==> src/rtl/if_id_fetch_queue_pkg.sv <==
// Shared constants and helpers for the IF/ID fetch queue.
// FETCHQ_BYPASS_EN (optional) enables the empty-queue push-to-pop bypass.
package if_id_fetch_queue_pkg;

  localparam int ADDRESS_LEN  = 32;
  localparam int FETCHQ_DEPTH = 4;

  function automatic bit depth_ok(input int n);
    return (n >= 2) && ((n & (n - 1)) == 0);
  endfunction

endpackage

==> src/rtl/if_id_fetch_queue_if.sv <==
// Fetch-to-decode handshake bundle: push side from fetch, pop side to decode.
// master = the fetch/decode environment, slave = the queue.
interface if_id_fetch_queue_if #(
  parameter int WIDTH = if_id_fetch_queue_pkg::ADDRESS_LEN
);
  logic             push_valid;
  logic [WIDTH-1:0] push_pc;
  logic [WIDTH-1:0] push_instr;
  logic             push_ready;
  logic             pop_valid;
  logic             pop_ready;
  logic [WIDTH-1:0] pop_pc;
  logic [WIDTH-1:0] pop_instr;

  modport master (
    output push_valid, push_pc, push_instr, pop_ready,
    input  push_ready, pop_valid, pop_pc, pop_instr
  );

  modport slave (
    input  push_valid, push_pc, push_instr, pop_ready,
    output push_ready, pop_valid, pop_pc, pop_instr
  );
endinterface

==> src/rtl/if_id_fetch_queue_storage.sv <==
// Entry storage for the fetch queue: one write port, one asynchronous read port.
// Contents are never reset; validity is tracked by the queue's count.
module fetchq_storage #(
  parameter int DEPTH = 4,
  parameter int DW    = 64
) (
  input  logic                     clk,
  input  logic                     wr_en,
  input  logic [$clog2(DEPTH)-1:0] wr_addr,
  input  logic [DW-1:0]            wr_data,
  input  logic [$clog2(DEPTH)-1:0] rd_addr,
  output logic [DW-1:0]            rd_data
);

  logic [DW-1:0] mem_q [DEPTH];

  always_ff @(posedge clk) begin
    if (wr_en) mem_q[wr_addr] <= wr_data;
  end

  assign rd_data = mem_q[rd_addr];

endmodule

==> src/rtl/if_id_fetch_queue.sv <==
// IF/ID instruction queue: buffers {pc, instr} pairs from fetch, presents them in order to decode.
// Define FETCHQ_BYPASS_EN for a 0-cycle path from push to pop when the queue is empty.
module if_id_fetch_queue
  import if_id_fetch_queue_pkg::*;
#(
  parameter int DEPTH = FETCHQ_DEPTH,
  parameter int WIDTH = ADDRESS_LEN
) (
  input  logic                       clk,
  input  logic                       rst,
  input  logic                       flush,
  if_id_fetch_queue_if.slave         fq,
  output logic [$clog2(DEPTH+1)-1:0] count
);

  localparam int PW = $clog2(DEPTH);
  localparam int CW = $clog2(DEPTH + 1);
  localparam logic [CW-1:0] FULL = CW'(DEPTH);

  if (!depth_ok(DEPTH)) begin : g_depth_check
    $error("if_id_fetch_queue: DEPTH must be a power of 2 and >= 2");
  end

  logic [PW-1:0]      wr_ptr_q, wr_ptr_d;
  logic [PW-1:0]      rd_ptr_q, rd_ptr_d;
  logic [CW-1:0]      count_q,  count_d;
  logic [2*WIDTH-1:0] rd_data;
  logic               q_valid;
  logic               push_fire;
  logic               pop_fire;
  logic               bypass_hit;
  logic               bypass_take;
  logic               wr_en;

  fetchq_storage #(
    .DEPTH (DEPTH),
    .DW    (2 * WIDTH)
  ) u_storage (
    .clk     (clk),
    .wr_en   (wr_en),
    .wr_addr (wr_ptr_q),
    .wr_data ({fq.push_pc, fq.push_instr}),
    .rd_addr (rd_ptr_q),
    .rd_data (rd_data)
  );

  always_comb begin
    q_valid    = (count_q != '0);
    bypass_hit = 1'b0;
`ifdef FETCHQ_BYPASS_EN
    bypass_hit = (count_q == '0) & fq.push_valid & ~flush;
`endif

    fq.push_ready = (count_q != FULL);
    fq.pop_valid  = q_valid | bypass_hit;
    if (bypass_hit) begin
      fq.pop_pc    = fq.push_pc;
      fq.pop_instr = fq.push_instr;
    end else if (q_valid) begin
      fq.pop_pc    = rd_data[2*WIDTH-1:WIDTH];
      fq.pop_instr = rd_data[WIDTH-1:0];
    end else begin
      fq.pop_pc    = '0;
      fq.pop_instr = '0;
    end

    push_fire   = fq.push_valid & fq.push_ready;
    pop_fire    = fq.pop_valid & fq.pop_ready;
    // A bypassed entry consumed in the same cycle never touches storage.
    bypass_take = bypass_hit & fq.pop_ready;
    wr_en       = push_fire & ~flush & ~bypass_take;

    wr_ptr_d = wr_ptr_q;
    rd_ptr_d = rd_ptr_q;
    count_d  = count_q;
    if (flush) begin
      wr_ptr_d = '0;
      rd_ptr_d = '0;
      count_d  = '0;
    end else if (!bypass_take) begin
      if (wr_en)    wr_ptr_d = wr_ptr_q + PW'(1);
      if (pop_fire) rd_ptr_d = rd_ptr_q + PW'(1);
      case ({wr_en, pop_fire})
        2'b10:   count_d = count_q + CW'(1);
        2'b01:   count_d = count_q - CW'(1);
        default: count_d = count_q;
      endcase
    end
  end

  always_ff @(posedge clk or negedge rst) begin
    if (!rst) begin
      wr_ptr_q <= '0;
      rd_ptr_q <= '0;
      count_q  <= '0;
    end else begin
      wr_ptr_q <= wr_ptr_d;
      rd_ptr_q <= rd_ptr_d;
      count_q  <= count_d;
    end
  end

  assign count = count_q;

endmodule
==> src/flat_wrapper.sv <==
// flat-port wrapper written by rule: the top's interface ports become plain ports
module if_id_fetch_queue_flat import if_id_fetch_queue_pkg::*;
#(
  parameter int DEPTH = FETCHQ_DEPTH,
  parameter int WIDTH = ADDRESS_LEN
)
  (clk, rst, flush, count, fq_push_valid, fq_push_pc, fq_push_instr, fq_pop_ready, fq_push_ready, fq_pop_valid, fq_pop_pc, fq_pop_instr);
  if_id_fetch_queue_if #(.WIDTH(WIDTH)) fq_i ();
  input  logic clk;
  input  logic rst;
  input  logic flush;
  output logic [$clog2(DEPTH+1)-1:0] count;
  input wire logic [$bits(fq_i.push_valid)-1:0] fq_push_valid;
  input wire logic [$bits(fq_i.push_pc)-1:0] fq_push_pc;
  input wire logic [$bits(fq_i.push_instr)-1:0] fq_push_instr;
  input wire logic [$bits(fq_i.pop_ready)-1:0] fq_pop_ready;
  output wire logic [$bits(fq_i.push_ready)-1:0] fq_push_ready;
  output wire logic [$bits(fq_i.pop_valid)-1:0] fq_pop_valid;
  output wire logic [$bits(fq_i.pop_pc)-1:0] fq_pop_pc;
  output wire logic [$bits(fq_i.pop_instr)-1:0] fq_pop_instr;
  assign fq_i.push_valid = fq_push_valid;
  assign fq_i.push_pc = fq_push_pc;
  assign fq_i.push_instr = fq_push_instr;
  assign fq_i.pop_ready = fq_pop_ready;
  assign fq_push_ready = fq_i.push_ready;
  assign fq_pop_valid = fq_i.pop_valid;
  assign fq_pop_pc = fq_i.pop_pc;
  assign fq_pop_instr = fq_i.pop_instr;
  if_id_fetch_queue #(.DEPTH(DEPTH), .WIDTH(WIDTH)) u_core (.clk(clk), .rst(rst), .flush(flush), .fq(fq_i), .count(count));
endmodule
==> config.mk <==
export PLATFORM = sky130hd
export DESIGN_NAME = if_id_fetch_queue_flat
export DESIGN_NICKNAME = d
export VERILOG_FILES = /design/src/rtl/if_id_fetch_queue_pkg.sv /design/src/rtl/if_id_fetch_queue_if.sv /design/src/rtl/if_id_fetch_queue_storage.sv /design/src/rtl/if_id_fetch_queue.sv /design/src/flat_wrapper.sv
export SDC_FILE = /design/constraint.sdc
export NUM_CORES = 1
export LEC_CHECK = 0
export ABC_CLOCK_PERIOD_IN_PS = 2660
export CAP_MARGIN = 20
export CORE_UTILIZATION = 45
export DETAILED_ROUTE_END_ITERATION = 7
export PLACE_DENSITY = 0.75
export RECOVER_POWER = 100
export SYNTH_ARGS = -nofsm -noshare
export SYNTH_HDL_FRONTEND = slang
export SYNTH_SLANG_ARGS = --single-unit
==> constraint.sdc <==
create_clock -name clk -period 2.66 [get_ports clk]
set_input_delay 0.532 -clock clk [delete_from_list [all_inputs] [get_ports clk]]
set_output_delay 0.532 -clock clk [all_outputs]
set_load 0.01 [all_outputs]
==> flow_summary_export.csv <==
group,metric,value,unit
placement,pre_cts_slack,-0.1079,ns
synthesis,syn-num-nets,547,
synthesis,syn_inst,473,
cts,ctsHtreeMaxLevel,1,
route,drtIter0Drc,325,
power_and_ir_drop,seqPwrFrac,44.3,%
layout,fillers,1565,
floorplan,die-area,23280,µm²
synthesis,yosys.area.top_type,"edfxtp_1",
synthesis,synth.most_common_cell,"edfxtp_1",
route,viasPerCell,5.361,
worst_setup_path,required,2.13,ns
synthesis,yosysUniqueCellTypes,30,
worst_setup_path,cp_max_fo,6,
worst_setup_path,critPathLaunchType,"flip-flop",
layout,layout.cells.non_filler,956,
floorplan,num_rows,54,
route,drtPass1Iterations,6,
synthesis,synth_ff_type,"edfxtp_1",
floorplan,io_pins,138,
sta,finalSetupViolCount,52,
placement,port_buffers,137,
power_and_ir_drop,p_per_area,808.0,nW/µm²
power_and_ir_drop,switching_power,2.463,mW
synthesis,synth_area_leaders,"edfxtp_1 75%, mux4_2 14%, and2_1 4.2%, dfrtp_1 1.7%, buf_2 0.49%",
sta,min_period_over_period,102.3,%
synthesis,synth_top_area_share,75.35,%
cts,path_clk_slew,0.06,ns
layout,drive_gt1_share,38.34,%
placement,gp_congestion,0.7281,
sta,hold_ws,0.3479,ns
global_routing,grt_pass1_wl,32.26,mm
synthesis,ys_ff_latch,263,
route,avgRoutedWirePerCell,21.40,µm
power_and_ir_drop,p_comb_share,20.0,%
route,routed_wl,20.46,mm
route,vias,5125,
sta,layout_min_cycle_time,2.720,ns
route,ant_nets,0,
global_routing,grt_pass1_vias,5719,
power_and_ir_drop,swShare,22.87,%
status,failed_checks,"design-rule violations, negative setup slack",
cts,clock_latency,0.53,ns
floorplan,die_y,152.6,µm
route,route.detailed.drc,16,
power_and_ir_drop,static-leakage-power,4.567,nW
layout,multi_input_area,2321,µm²
sta,maxSlewViolCount,0,
power_and_ir_drop,ir_drop,0.0006219,V
cts,numCtsBuffers,27,
cts,cts_tree,"done",
synthesis,avgSynthCellArea,21.57,µm²
layout,area_delta_synth_final,30.65,%
worst_setup_path,criticalPathCategory,"flip-flop to output port",
synthesis,ys_seq_area_share,77.07,%
sta,max_freq,367.6,MHz
worst_setup_path,cp.arrival,2.19,ns
floorplan,fp.coreArea,22030,µm²
floorplan,initial_utilization,46.32,%
cts,clock-sinks,263,
synthesis,synth_area,10200,µm²
worst_hold_path,min_path_type,"primary input to async pin",
sta,worst_pin_slew,0.7872,ns
cts,clock_tree.root_cell,"clkbuf_16",
sta,fin_skew,0.01574,ns
worst_setup_path,r2r_cells,7,
layout,register_area,7870,µm²
power_and_ir_drop,power.share.clock,35.8,%
cts,clk_path_buf_depth,3,
layout,fin_nets,726,
placement,dp.cells,887,
sta,max-slew-margin-rel,47.52,%
synthesis,yosysWarnings,0,
global_routing,antenna_found_initial,2,
global_routing,grt_use_total,18.10,%
global_routing,grt_max_degree,46,
power_and_ir_drop,intPower,8.307,mW
synthesis,synth_edf_count,256,
placement,dp_hpwl,11.25,mm
flow_run,drv_cap,0,
worst_setup_path,crit_path_end_kind,"output port",
global_routing,grt_overflow,0,
floorplan,die_w,152.6,µm
sta,rsz0062_at_grt,"yes",
synthesis,ys_top_cells_by_count,"256 x edfxtp_1, 68 x and2_1, 64 x mux4_2",
sta,setup_ws,-0.06005,ns
status,status,"complete, but fails checks",
synthesis,async_reset_ff_share,2.662,%
sta,fin_setup_tns,-1.968,ns
sta,final_hold_viol_count,0,
==> final timing paths <==
kind / endpoint / from / slack, ns
max: fq_pop_instr[28] / u_core.rd_ptr_q[0] / -0.06
min: u_core.rd_ptr_q[0] / rst / 0.35
max reg2reg: u_core.count[2] / u_core.count[0] / 0.10
min reg2reg: u_core.wr_ptr_q[1] / u_core.wr_ptr_q[1] / 0.59
max in group asynchronous: u_core.rd_ptr_q[1] / rst / 2.02
min in group clk: u_core.wr_ptr_q[1] / u_core.wr_ptr_q[1] / 0.59
==> cell type report <==
type | count | share of cell area, %
clock inverters | 18 | 1.652
multi-input cells | 181 | 17.41
diodes | 3 | 0.05632
well taps | 280 | 2.628
repair buffers | 176 | 13.91
flip-flops and latches | 263 | 59.04
clock buffers | 32 | 5.210
inverters | 3 | 0.08448
==> cell usage in the layout (no fill, tap or decap), types with 3 or more instances in the layout <==
cell	netlist	routed
nand2_1	5	5
dfrtp_1	7	5
buf_12	0	8
mux4_2	64	64
buf_16	0	7
clkbuf_4	0	4
nand3_1	5	5
inv_1	3	3
diode_2	0	3
clkdlybuf4s50_1	0	4
clkinv_2	0	5
xor2_1	3	3
buf_6	0	38
ha_1	4	4
edfxtp_1	256	256
clkinv_1	0	5
clkbuf_1	11	6
nor2_1	6	7
dlygate4sd3_1	0	68
buf_2	10	27
clkbuf_2	0	4
buf_4	5	11
bufinv_16	0	5
and2_0	0	4
and2_4	0	49
clkbuf_16	0	28
and2_1	68	15
a21oi_1	5	5
==> metrics by stage <==
stage | cell area (µm²) | utilization [%] | total power, mW
final | 13330 | 60.51 | 10.77
after global routing | 13320 | 60.48 | 11.17
after CTS | 13350 | 60.61 | 10.83
after detailed placement | 12150 | 55.16 | 6.687
after global placement | 12150 | 55.16 | 6.647
after floorplan | 10210 | - | 5.782
==> critical path, stage by stage (launching register included) <==
cell and delay, ns:
dfrtp_4 0.50, buf_12 0.14, buf_12 0.15, buf_16 0.15
mux4_2 0.42, and2_4 0.18, buf_6 0.11
==> cells by family (layout without fill, tap and decap cells) <==
group / count (synthesis) / count (layout) / share of synthesized area [%]
buf+inv: 29 / 229 / 1.374
simple gates: 94 / 94 / 5.507
other cells: 0 / 3 / 0
mux: 64 / 64 / 14.13
fa+ha+maj: 5 / 5 / 0.6868
flops: 263 / 263 / 77.07
xor+xnor: 5 / 5 / 0.4293
compound gates: 13 / 13 / 0.8094
==> metal layers <==
| layer | routed length [µm] | track usage, % | vias to the layer above |
|---|---|---|---|
| li1 | - | - | 2277 |
| met1 | 7979 | 22.29 | 2642 |
| met2 | 10650 | 32.13 | 170 |
| met3 | 1412 | 4.096 | 34 |
| met4 | 404 | 4.954 | 2 |
| met5 | 10 | 0 | - |
==> registers in the layout (all words and copies together) (netlist names) <==
name,cells
u_core.count,3
u_core.rd_ptr_q,2
u_core.u_storage.mem_q,256
u_core.wr_ptr_q,2
==> power by group through the flow <==
stage / clock network, mW / logic [mW] / registers [mW]
floorplan: 0 / 0.942 / 4.84
global placement: 0 / 1.80 / 4.85
detailed placement: 0 / 1.82 / 4.86
CTS: 3.92 / 2.14 / 4.76
global route: 4.10 / 2.30 / 4.78
finish: 3.85 / 2.15 / 4.77
==> repair_timing <==
action / CTS / global route
resized for setup: 329 / 24
endpoints found under the hold margin: 0 / 0
endpoints found under the setup margin: 65 / 64
pin swaps: 4 / 0
gates cloned: 8 / 1
hold buffers: 0 / 0
setup buffers: 8 / 0
(Power assumes the default switching activity.)
